==> src/rtl/simplecore_pkg.sv <==
// Shared SimpleCore definitions: shift-control encodings, sequencer states
// and shift-control decode helpers.
package simplecore_pkg;

  localparam logic [2:0] SHCTL_LSL = 3'b000;
  localparam logic [2:0] SHCTL_LSR = 3'b100;
  localparam logic [2:0] SHCTL_ASR = 3'b101;
  localparam logic [2:0] SHCTL_ROR = 3'b110;

  typedef enum logic [2:0] {
    ST_IDLE = 3'd0,
    ST_P1   = 3'd1,
    ST_P2   = 3'd2,
    ST_P3   = 3'd3,
    ST_DONE = 3'd4
  } state_t;

  // 0?? selects a left shift
  function automatic logic ctl_is_lsl(input logic [2:0] c);
    return ~c[2];
  endfunction

  // 11? selects a rotate right
  function automatic logic ctl_is_ror(input logic [2:0] c);
    return c[2] & c[1];
  endfunction

  // 101 selects an arithmetic right shift
  function automatic logic ctl_is_asr(input logic [2:0] c);
    return (c == SHCTL_ASR);
  endfunction

endpackage

==> src/rtl/shift32_seq_shifter.sv <==
// 16-bit barrel shifter: LSL, LSR, ASR and ROR by 0..15, purely combinational.
module shifter
  import simplecore_pkg::*;
(
  input  logic [15:0] data_i,
  input  logic [3:0]  amt_i,
  input  logic [2:0]  ctl_i,
  output logic [15:0] data_o
);

  logic signed [15:0] asr_val;
  logic        [15:0] ror_val;

  // Select the shift flavour; a rotate by 0 leaves the word unchanged
  always_comb begin
    asr_val = $signed(data_i) >>> amt_i;
    ror_val = (data_i >> amt_i) | (data_i << (5'd16 - {1'b0, amt_i}));
    if (ctl_is_lsl(ctl_i)) begin
      data_o = data_i << amt_i;
    end else if (ctl_is_ror(ctl_i)) begin
      data_o = ror_val;
    end else if (ctl_i[0]) begin
      data_o = asr_val;
    end else begin
      data_o = data_i >> amt_i;
    end
  end

endmodule

==> src/rtl/shift32_seq.sv <==
// 32-bit shift/rotate sequencer built around one 16-bit shifter.
// Amount bit 4 is handled by a word pre-swap at accept; the remaining 0..15
// is done in three shifter passes (lo-part, hi-part, spill) and merged.
module shift32_seq
  import simplecore_pkg::*;
(
  input  logic        clk,
  input  logic        reset,
  input  logic        start,
  input  logic [2:0]  shiftCtl,
  input  logic [4:0]  shiftAmt,
  input  logic [31:0] din,
  output logic        busy,
  output logic        done,
  output logic [31:0] dout
);

  state_t      st_q, st_d;
  logic [2:0]  ctl_q;
  logic [3:0]  k_q;
  logic [15:0] h_q, l_q, h_d, l_d;
  logic [15:0] r1_q, r2_q, r3_q;
  logic [31:0] dout_q, asm_d;
  logic        done_q;

  logic [15:0] sh_in, sh_out;
  logic [3:0]  sh_amt;
  logic [2:0]  sh_ctl;
  logic [15:0] hmask, lmask;

  assign busy = (st_q != ST_IDLE);
  assign done = done_q;
  assign dout = dout_q;

  // State register
  always_ff @(posedge clk) begin
    if (reset) begin
      st_q <= ST_IDLE;
    end else begin
      st_q <= st_d;
    end
  end

  // Next state: start only counts in IDLE, passes advance unconditionally
  always_comb begin
    st_d = st_q;
    case (st_q)
      ST_IDLE: if (start) st_d = ST_P1;
      ST_P1:   st_d = ST_P2;
      ST_P2:   st_d = ST_P3;
      ST_P3:   st_d = ST_DONE;
      ST_DONE: st_d = ST_IDLE;
      default: st_d = ST_IDLE;
    endcase
  end

  // Pre-swap for amounts of 16 and above so only a 0..15 shift remains
  always_comb begin
    h_d = din[31:16];
    l_d = din[15:0];
    if (shiftAmt[4]) begin
      if (ctl_is_lsl(shiftCtl)) begin
        h_d = din[15:0];
        l_d = 16'h0000;
      end else if (ctl_is_ror(shiftCtl)) begin
        h_d = din[15:0];
        l_d = din[31:16];
      end else if (ctl_is_asr(shiftCtl)) begin
        h_d = {16{din[31]}};
        l_d = din[31:16];
      end else begin
        h_d = 16'h0000;
        l_d = din[31:16];
      end
    end
  end

  // Shifter input mux per pass. P1 rotates L for ROR so its spill into the
  // hi word comes for free; P3 yields the spill of the other word.
  always_comb begin
    sh_in  = 16'h0000;
    sh_amt = 4'd0;
    sh_ctl = SHCTL_LSL;
    case (st_q)
      ST_P1: begin
        sh_in  = l_q;
        sh_amt = k_q;
        if (ctl_is_lsl(ctl_q))      sh_ctl = SHCTL_LSL;
        else if (ctl_is_ror(ctl_q)) sh_ctl = SHCTL_ROR;
        else                        sh_ctl = SHCTL_LSR;
      end
      ST_P2: begin
        sh_in  = h_q;
        sh_amt = k_q;
        if (ctl_is_lsl(ctl_q))      sh_ctl = SHCTL_LSL;
        else if (ctl_is_asr(ctl_q)) sh_ctl = SHCTL_ASR;
        else                        sh_ctl = SHCTL_LSR;
      end
      ST_P3: begin
        sh_ctl = SHCTL_ROR;
        if (ctl_is_lsl(ctl_q)) begin
          sh_in  = l_q;
          sh_amt = 4'd0 - k_q;
        end else begin
          sh_in  = h_q;
          sh_amt = k_q;
        end
      end
      default: ;
    endcase
  end

  shifter u_shifter (
    .data_i (sh_in),
    .amt_i  (sh_amt),
    .ctl_i  (sh_ctl),
    .data_o (sh_out)
  );

  // Merge pass results; a zero k gives empty masks so {H,L} passes through
  always_comb begin
    hmask = ~(16'hFFFF >> k_q);
    lmask = ~(16'hFFFF << k_q);
    if (ctl_is_lsl(ctl_q)) begin
      asm_d = {r2_q | (r3_q & lmask), r1_q};
    end else if (ctl_is_ror(ctl_q)) begin
      asm_d = {r2_q | (r1_q & hmask), (r1_q & ~hmask) | (r3_q & hmask)};
    end else begin
      asm_d = {r2_q, r1_q | (r3_q & hmask)};
    end
  end

  // Operand latch, per-pass captures and result/done registers
  always_ff @(posedge clk) begin
    if (reset) begin
      ctl_q  <= 3'b000;
      k_q    <= 4'd0;
      h_q    <= 16'h0000;
      l_q    <= 16'h0000;
      r1_q   <= 16'h0000;
      r2_q   <= 16'h0000;
      r3_q   <= 16'h0000;
      dout_q <= 32'h0;
      done_q <= 1'b0;
    end else begin
      done_q <= 1'b0;
      case (st_q)
        ST_IDLE: begin
          if (start) begin
            ctl_q <= shiftCtl;
            k_q   <= shiftAmt[3:0];
            h_q   <= h_d;
            l_q   <= l_d;
          end
        end
        ST_P1:   r1_q <= sh_out;
        ST_P2:   r2_q <= sh_out;
        ST_P3:   r3_q <= sh_out;
        ST_DONE: begin
          dout_q <= asm_d;
          done_q <= 1'b1;
        end
        default: ;
      endcase
    end
  end

endmodule

==> config.mk <==
export PLATFORM = sky130hd
export DESIGN_NAME = shift32_seq
export DESIGN_NICKNAME = d
export VERILOG_FILES = /design/src/rtl/simplecore_pkg.sv /design/src/rtl/shift32_seq_shifter.sv /design/src/rtl/shift32_seq.sv
export SDC_FILE = /design/constraint.sdc
export NUM_CORES = 1
export LEC_CHECK = 0
export ABC_AREA = 1
export BUFFER_PORTS_ARGS = -buffer_cell sky130_fd_sc_hd__buf_2
export CORE_ASPECT_RATIO = 0.7
export CORE_MARGIN = 2
export CORE_UTILIZATION = 55
export CTS_BUF_LIST = sky130_fd_sc_hd__clkbuf_4 sky130_fd_sc_hd__clkbuf_8 sky130_fd_sc_hd__clkbuf_16
export DETAILED_ROUTE_END_ITERATION = 7
export HOLD_SLACK_MARGIN = 0.08
export PLACE_DENSITY = 0.75
export SLEW_MARGIN = 20
export SYNTH_ARGS = -nofsm -noshare
export SYNTH_HDL_FRONTEND = slang
export SYNTH_SLANG_ARGS = --single-unit
==> constraint.sdc <==
create_clock -name clk -period 6.4 [get_ports clk]
set_input_delay 0.64 -clock clk [delete_from_list [all_inputs] [get_ports clk]]
set_output_delay 0.64 -clock clk [all_outputs]
set_load 0.05 [all_outputs]
==> results.cfg, run 1 <==
[status]
status = finished, final reports clean

[sta]
min_period_ns = 4.25
setup_viol_count_final = 0
period_share_pct = 66.3
hold_slack_ns = 0.470
worstMarginPinSlew_ns = 0.812
finClkSkew_ns = 0.00825
slew_headroom_pct = 45.8
finalHoldViolCount = 0
drv_slew = 0
tns_ns = 0
rsz0062_at_grt = no
fmax_mhz = 236

[logic_synthesis]
synthTopCellsByArea = dfxtp_1, nand2_1, nand3_1, o21ai_0, inv_1
yosysWarningCount = 0
yosysTopAreaCell = dfxtp_1
synth_cells = 1346
yosysSeqAreaShare_pct = 29.5
synth_fp_nets = 1394
synth_top_area_share_pct = 29.5
ys_types = 50
postSynthAreaPerCell_um2 = 6.21
syn_area_um2 = 8360
yosys_register_bits = 123

[power_and_ir_drop]
total_power_mw = 2.47
p_leak_nw = 4.44
vdd_drop_max_v = 0.000146
powerDensity_nw_per_um2 = 265

[floorplanning]
ios = 77
die_area_um2 = 16200
num_rows = 37
die_h_um = 107
die_w_um = 151
start_util_pct = 56.6
coreArea_um2 = 14800

[clock_network]
ctsResizeCount = 0
cts_buffer_depth = 2
hold_buffers = 0
clock_latency_ns = 0.43
path_clk_slew_ns = 0.06
cts_sinks = 123
h-tree-depth = 4
post-cts-setup-buffers = 0
clockRootBuffer = clkbuf_16
cts_tree = yes
cts_buffers = 17

[detailed_routing]
avgViaCountPerCell = 6.08
wl_per_cell_um = 19.0
drc = 0
ant_nets = 0
dr.pass1.iters = 5
vias = 9608
routed_wl_um = 30100
drt_iter0_drc = 1029

[cells_and_area]
synthToLayoutAreaGrowth_pct = 11.6
final_cells = 1581
antennaDiodeCount = 0
fin_nets = 1422
drive_above_1_share_pct = 14.1
fill_cells = 1419

[grt]
grt_pass1_vias = 8498
grt_overflow = 0
grt_antenna_before_repair = 0
grt_usage_pct = 37.8
grt_max_degree = 76
grt_pass1_wl_um = 47100

[critical_path]
crit_fanout = 39
crit_required_ns = 6.72
cp-start-kind = register
critPathKind = reg -> reg
worst_setup_path_end_kind = register
cp.arrival_ns = 4.56

[place]
gp_congestion = 1.03
dp_hpwl_um = 21400
portBuffers = 76
dp_cells = 1550

[job]
cap_violations = 0

[worst_hold_path]
hold_path.class = reg -> reg
[synthesized netlist by cell type, drive strengths merged]
master	n
a2111oi	1
a211oi	15
a21boi	1
a21o	1
a21oi	62
a221oi	16
a311oi	4
a31oi	20
a32oi	1
a41oi	6
and2	1
buf	35
clkbuf	45
clkinv	2
dfxtp	123
ha	5
inv	158
nand2	380
nand3	174
nand3b	1
nand4	18
nor2	78
nor3	5
nor4	1
o211a	1
o211ai	9
o21a	13
o21ai	158
o21bai	3
o221a	1
o221ai	2
o311ai	2
o31ai	3
or2	1
[where the power goes]
group | internal, mW | total, mW | switching, mW | leakage (nW)
Clock | 0.629 | 1.01 | 0.383 | 0.286
Sequential | 0.819 | 0.867 | 0.0483 | 1.01
Combinational | 0.164 | 0.590 | 0.427 | 3.15
Total | 1.61 | 2.47 | 0.858 | 4.44
[layout make-up]
type	instances	area [um2]	share of cell area, %
multi-input combinational	983	4930	52.9
sequential	123	2460	26.4
inverter	160	601	6.44
timing repair buffer	89	478	5.12
clock buffer	19	447	4.79
tap	195	244	2.62
clock inverter	12	164	1.76
[worst max-delay path: stages (launching register included)]
cell and delay (ns):
dfxtp_2 0.82, inv_2 0.36, nand2_1 0.13, nand2_1 0.05
nand2_1 0.09, nand2_4 0.23, inv_2 0.40, ha_1 0.49
inv_1 0.47, nand3_1 0.17, nand3_1 0.12, nand2_1 0.10
nand2_1 0.07, nand2_1 0.05, nand2_1 0.06, o211ai_1 0.25
o21bai_1 0.21, inv_1 0.05
[layer usage]
metal | global-route usage, % | share of wire [%]
met5 | 0 | 0
met4 | 8.01 | 1.5
met3 | 11.9 | 14
met2 | 51.8 | 39
met1 | 57.1 | 45
[final timing paths]
path	start	to	slack [ns]	cells after the start
worst max-delay path	ctl_q[2]$_SDFFE_PP0P_	r1_q[5]$_SDFFE_PP0N_	2.15	17
worst min register to register	r2_q[4]$_SDFFE_PP0N_	dout[20]$_SDFFE_PP0P_	0.47	2
worst min-delay path	r2_q[4]$_SDFFE_PP0N_	dout[20]$_SDFFE_PP0P_	0.47	2
worst max register to register	ctl_q[2]$_SDFFE_PP0P_	r1_q[5]$_SDFFE_PP0N_	2.15	17
[sequential cells by signal, indices dropped and copies added (netlist names)]
signal / count
dout: 32
h_q: 16
l_q: 16
r1_q: 16
r2_q: 16
r3_q: 16
k_q: 4
ctl_q: 3
st_q: 3
done: 1
[layout by cell type (no fill, tap or decap), types with 11 or more instances in the layout]
cell type / netlist / layout
a221oi_1: 16 / 16
a211oi_1: 15 / 15
buf_2: 17 / 76
clkbuf_16: 0 / 17
nor2_1: 67 / 65
inv_2: 17 / 18
o21ai_0: 134 / 134
buf_4: 6 / 13
nand3_1: 163 / 163
inv_1: 141 / 140
a21oi_1: 60 / 60
nand2_1: 356 / 356
o21a_1: 13 / 13
o21ai_1: 21 / 21
nand2_2: 21 / 21
a31oi_1: 20 / 20
dfxtp_1: 123 / 122
nand3_2: 11 / 11
nand4_1: 17 / 17
[cell families (layout without fill, tap and decap cells)]
logic type / count (synthesis) / count (layout) / synth area share (%)
and+or+nand+nor: 659 / 659 / 35.5
DFF: 123 / 123 / 29.5
buffers and inverters: 240 / 280 / 11.7
AOI/OAI and AO/OA: 319 / 319 / 22.6
adders and majority gates: 5 / 5 / 0.749
[metrics by stage]
stage	cell area [um2]	utilization [%]	setup slack [ns]
2_1_floorplan	8360	-	3.33
3_3_place_gp	8720	59.0	2.39
3_5_place_dp	8720	59.0	2.34
4_1_cts	9330	63.2	2.34
5_1_grt	9330	63.2	1.81
6_report	9330	63.2	2.15
No activity file was read; power rests on OpenSTA's default activity.
==> run 2: changes to the inputs <==
Settings changed: ABC_AREA 1 to 0, PLACE_DENSITY 0.75 to 0.78.
Clock period 6.4 ns to 3.5 ns, I/O delays scaled along.
==> results.cfg, run 2 <==
[status]
status = finished, final reports clean

[sta]
tns_ns = 0
period_share_pct = 95.7
worstMarginPinSlew_ns = 1.03
finClkSkew_ns = 0.0103
slew_headroom_pct = 31.1
setup_viol_count_final = 0
fmax_mhz = 298
min_period_ns = 3.35
hold_slack_ns = 0.157
rsz0062_at_grt = no
drv_slew = 0
finalHoldViolCount = 0

[cells_and_area]
synthToLayoutAreaGrowth_pct = 15.2
largest_reg_flops = 32
fin_nets = 1112
layout_commonest_cell = nor2_1
antennaDiodeCount = 0
drive_above_1_share_pct = 21.2
layout_common_cells = nor2_1, dfxtp_1, nand2_1
finalInstanceArea_um2 = 9260
fill_cells = 1212

[floorplanning]
coreArea_um2 = 14100
num_rows = 36
die_w_um = 149
ios = 77
die_area_um2 = 15600
start_util_pct = 57.0
die_h_um = 105

[worst_hold_path]
hold_path.class = in -> reg
min_from = shiftAmt[2]
min_to = k_q[2]$_SDFFE_PP0P_
worstHoldPathCells = 3

[grt]
grt_pass1_wl_um = 45400
grt_max_degree = 63
grt_usage_pct = 37.8
grt_antenna_before_repair = 0
grt_pass1_vias = 7680
grt_overflow = 0

[logic_synthesis]
synth_cells = 1002
yosysTopAreaCell = dfxtp_1
ys_types = 91
syn_area_um2 = 8040
synth_edf_count = 0
synth_fp_nets = 1050
postSynthAreaPerCell_um2 = 8.02
synth_commonest_cells = nor2_1, dfxtp_1, nand2_1
yosysWarningCount = 0
synth_top_area_share_pct = 30.6
synthTopCellsByArea = dfxtp_1, nor2_1, a211oi_1, a311oi_1, nand2_1
yosys_register_bits = 123
post-synth-top-count-cell = nor2_1
synth_ff_type = dfxtp_1
synthArstFlopShare_pct = 0
yosysSeqAreaShare_pct = 30.6

[detailed_routing]
drt_iter0_drc = 1263
drc = 0
avgViaCountPerCell = 6.89
wl_per_cell_um = 23.4
routed_wl_um = 29700
dr.pass1.iters = 6
vias = 8724
ant_nets = 0

[clock_network]
cts_buffer_depth = 2
path_clk_slew_ns = 0.07
cts_buffers = 17
cts_tree = yes
cts_sinks = 123
h-tree-depth = 4
clockRootBuffer = clkbuf_16
clock_latency_ns = 0.44

[critical_path]
crit_fanout = 18
r2r_end = r2_q[4]$_SDFFE_PP0N_
crit_required_ns = 3.79
critPathKind = reg -> reg
path_cells = buf_4 > a21boi_4 > a32oi_1 > o22ai_1 > mux4_2 > nor2_1 > a211oi_1 > a211oi_2 > buf_4 > a211oi_1
cp.arrival_ns = 3.64
cp-start-kind = register
worst_path_max_delay_cell = a32oi_1
cpPeakStageDelay_ns = 0.69
reg2reg_depth = 10
r2r_slack_ns = 0.15
regToRegStartpoint = st_q[1]$_SDFFE_PP0P_
worst_setup_path_end_kind = register

[power_and_ir_drop]
power_switching_share_pct = 36.2
powerDensity_nw_per_um2 = 475
intPower_mw = 2.81
vdd_drop_max_v = 0.000386
clkPwrFrac_pct = 39.8
pwr-share-seq_pct = 36.0
p_comb_share_pct = 24.1
p_leak_nw = 3.39
p_switching_mw = 1.59

[place]
dp_hpwl_um = 22000
post_dp_cell_area_um2 = 8680
portBuffers = 76
gp_congestion = 1.06

[job]
cap_violations = 0
==> run 2: cell count changes after synthesis, sizes merged, moves of 30 or more <==
cell	previous run	this run
a311oi	4	39
mux2i	0	31
a211oi	15	45
nand3	174	19
nor3	5	60
nand2	380	81
nor2	78	159
inv	158	16
o21ai	158	33
==> run 2: worst max-delay path, delay by kind of cell (launching register included) <==
family	cells	cell delay, ns
flops	1	0.51
mux	1	0.53
simple gates	1	0.20
compound gates	6	1.54
buf+inv	2	0.42
==> run 2: repair_timing <==
action                     in CTS  in global routing
hold buffers                    0                  0
setup endpoints to repair       0                  9
setup buffers                   0                  0
gates resized for setup         0                  2
==> run 2: per-stage QoR <==
| stage | setup slack (ns) | util [%] | instances | power, mW |
|---|---|---|---|---|
| global route | 0.0222 | 65.7 | 1267 | 4.54 |
| finish | 0.150 | 65.7 | 1267 | 4.40 |
| CTS | 0.177 | 65.6 | 1267 | 4.36 |
| detailed placement | 0.192 | 61.5 | 1235 | 2.63 |
| floorplan | 0.00856 | - | 1002 | 2.31 |
| global placement | 0.295 | 61.5 | 1235 | 2.62 |
==> run 2: power by group through the flow <==
stage	clock, mW	combinational (mW)	sequential [mW]
final	1.75	1.06	1.58
after global routing	1.81	1.13	1.59
after CTS	1.75	1.03	1.58
after detailed placement	0	1.02	1.61
after global placement	0	1.02	1.60
after floorplan	0	0.716	1.60
==> run 2: cell type report <==
class	count	area [um2]	share of cell area (%)
well taps	190	238	2.57
clock inverters	15	148	1.59
clock buffers	17	425	4.59
flip-flops and latches	123	2460	26.6
repair buffers	137	866	9.35
multi-input cells	769	5050	54.6
inverters	16	65.1	0.703
==> run 2: how the worst max path moves through the flow <==
stage / start / end / slack [ns] / cells past startpoint
2_1_floorplan: k_q[1]$_SDFFE_PP0P_ / r2_q[14]$_SDFFE_PP0N_ / 0.009 / 18
3_3_place_gp: k_q[1]$_SDFFE_PP0P_ / r3_q[7]$_SDFFE_PP0N_ / 0.30 / 15
3_5_place_dp: k_q[1]$_SDFFE_PP0P_ / r2_q[7]$_SDFFE_PP0N_ / 0.19 / 15
4_1_cts: k_q[1]$_SDFFE_PP0P_ / r2_q[6]$_SDFFE_PP0N_ / 0.18 / 14
5_1_grt: k_q[1]$_SDFFE_PP0P_ / r3_q[7]$_SDFFE_PP0N_ / 0.02 / 15
6_report: st_q[1]$_SDFFE_PP0P_ / r2_q[4]$_SDFFE_PP0N_ / 0.15 / 10
==> run 2: cells by family (layout without fill, tap and decap cells) <==
family | Yosys count | in the layout | share of synthesized area [%]
AO/OA/AOI/OAI | 333 | 333 | 31.9
XOR/XNOR | 1 | 1 | 0.109
adder cells (fa/ha/maj) | 5 | 5 | 0.778
buffers and inverters | 110 | 185 | 6.74
flip-flops | 123 | 123 | 30.6
multiplexers | 44 | 44 | 7.19
AND/OR/NAND/NOR | 386 | 386 | 22.6
==> run 2: per-layer routing <==
metal  global-route usage (%)  share of wire, %  vias up
met5                     4.33              0.28        -
met4                     9.52               2.0        2
met3                     14.1                15       54
met2                     49.5                38      638
met1                     56.9                45     4073
li1                         -                 -     3957
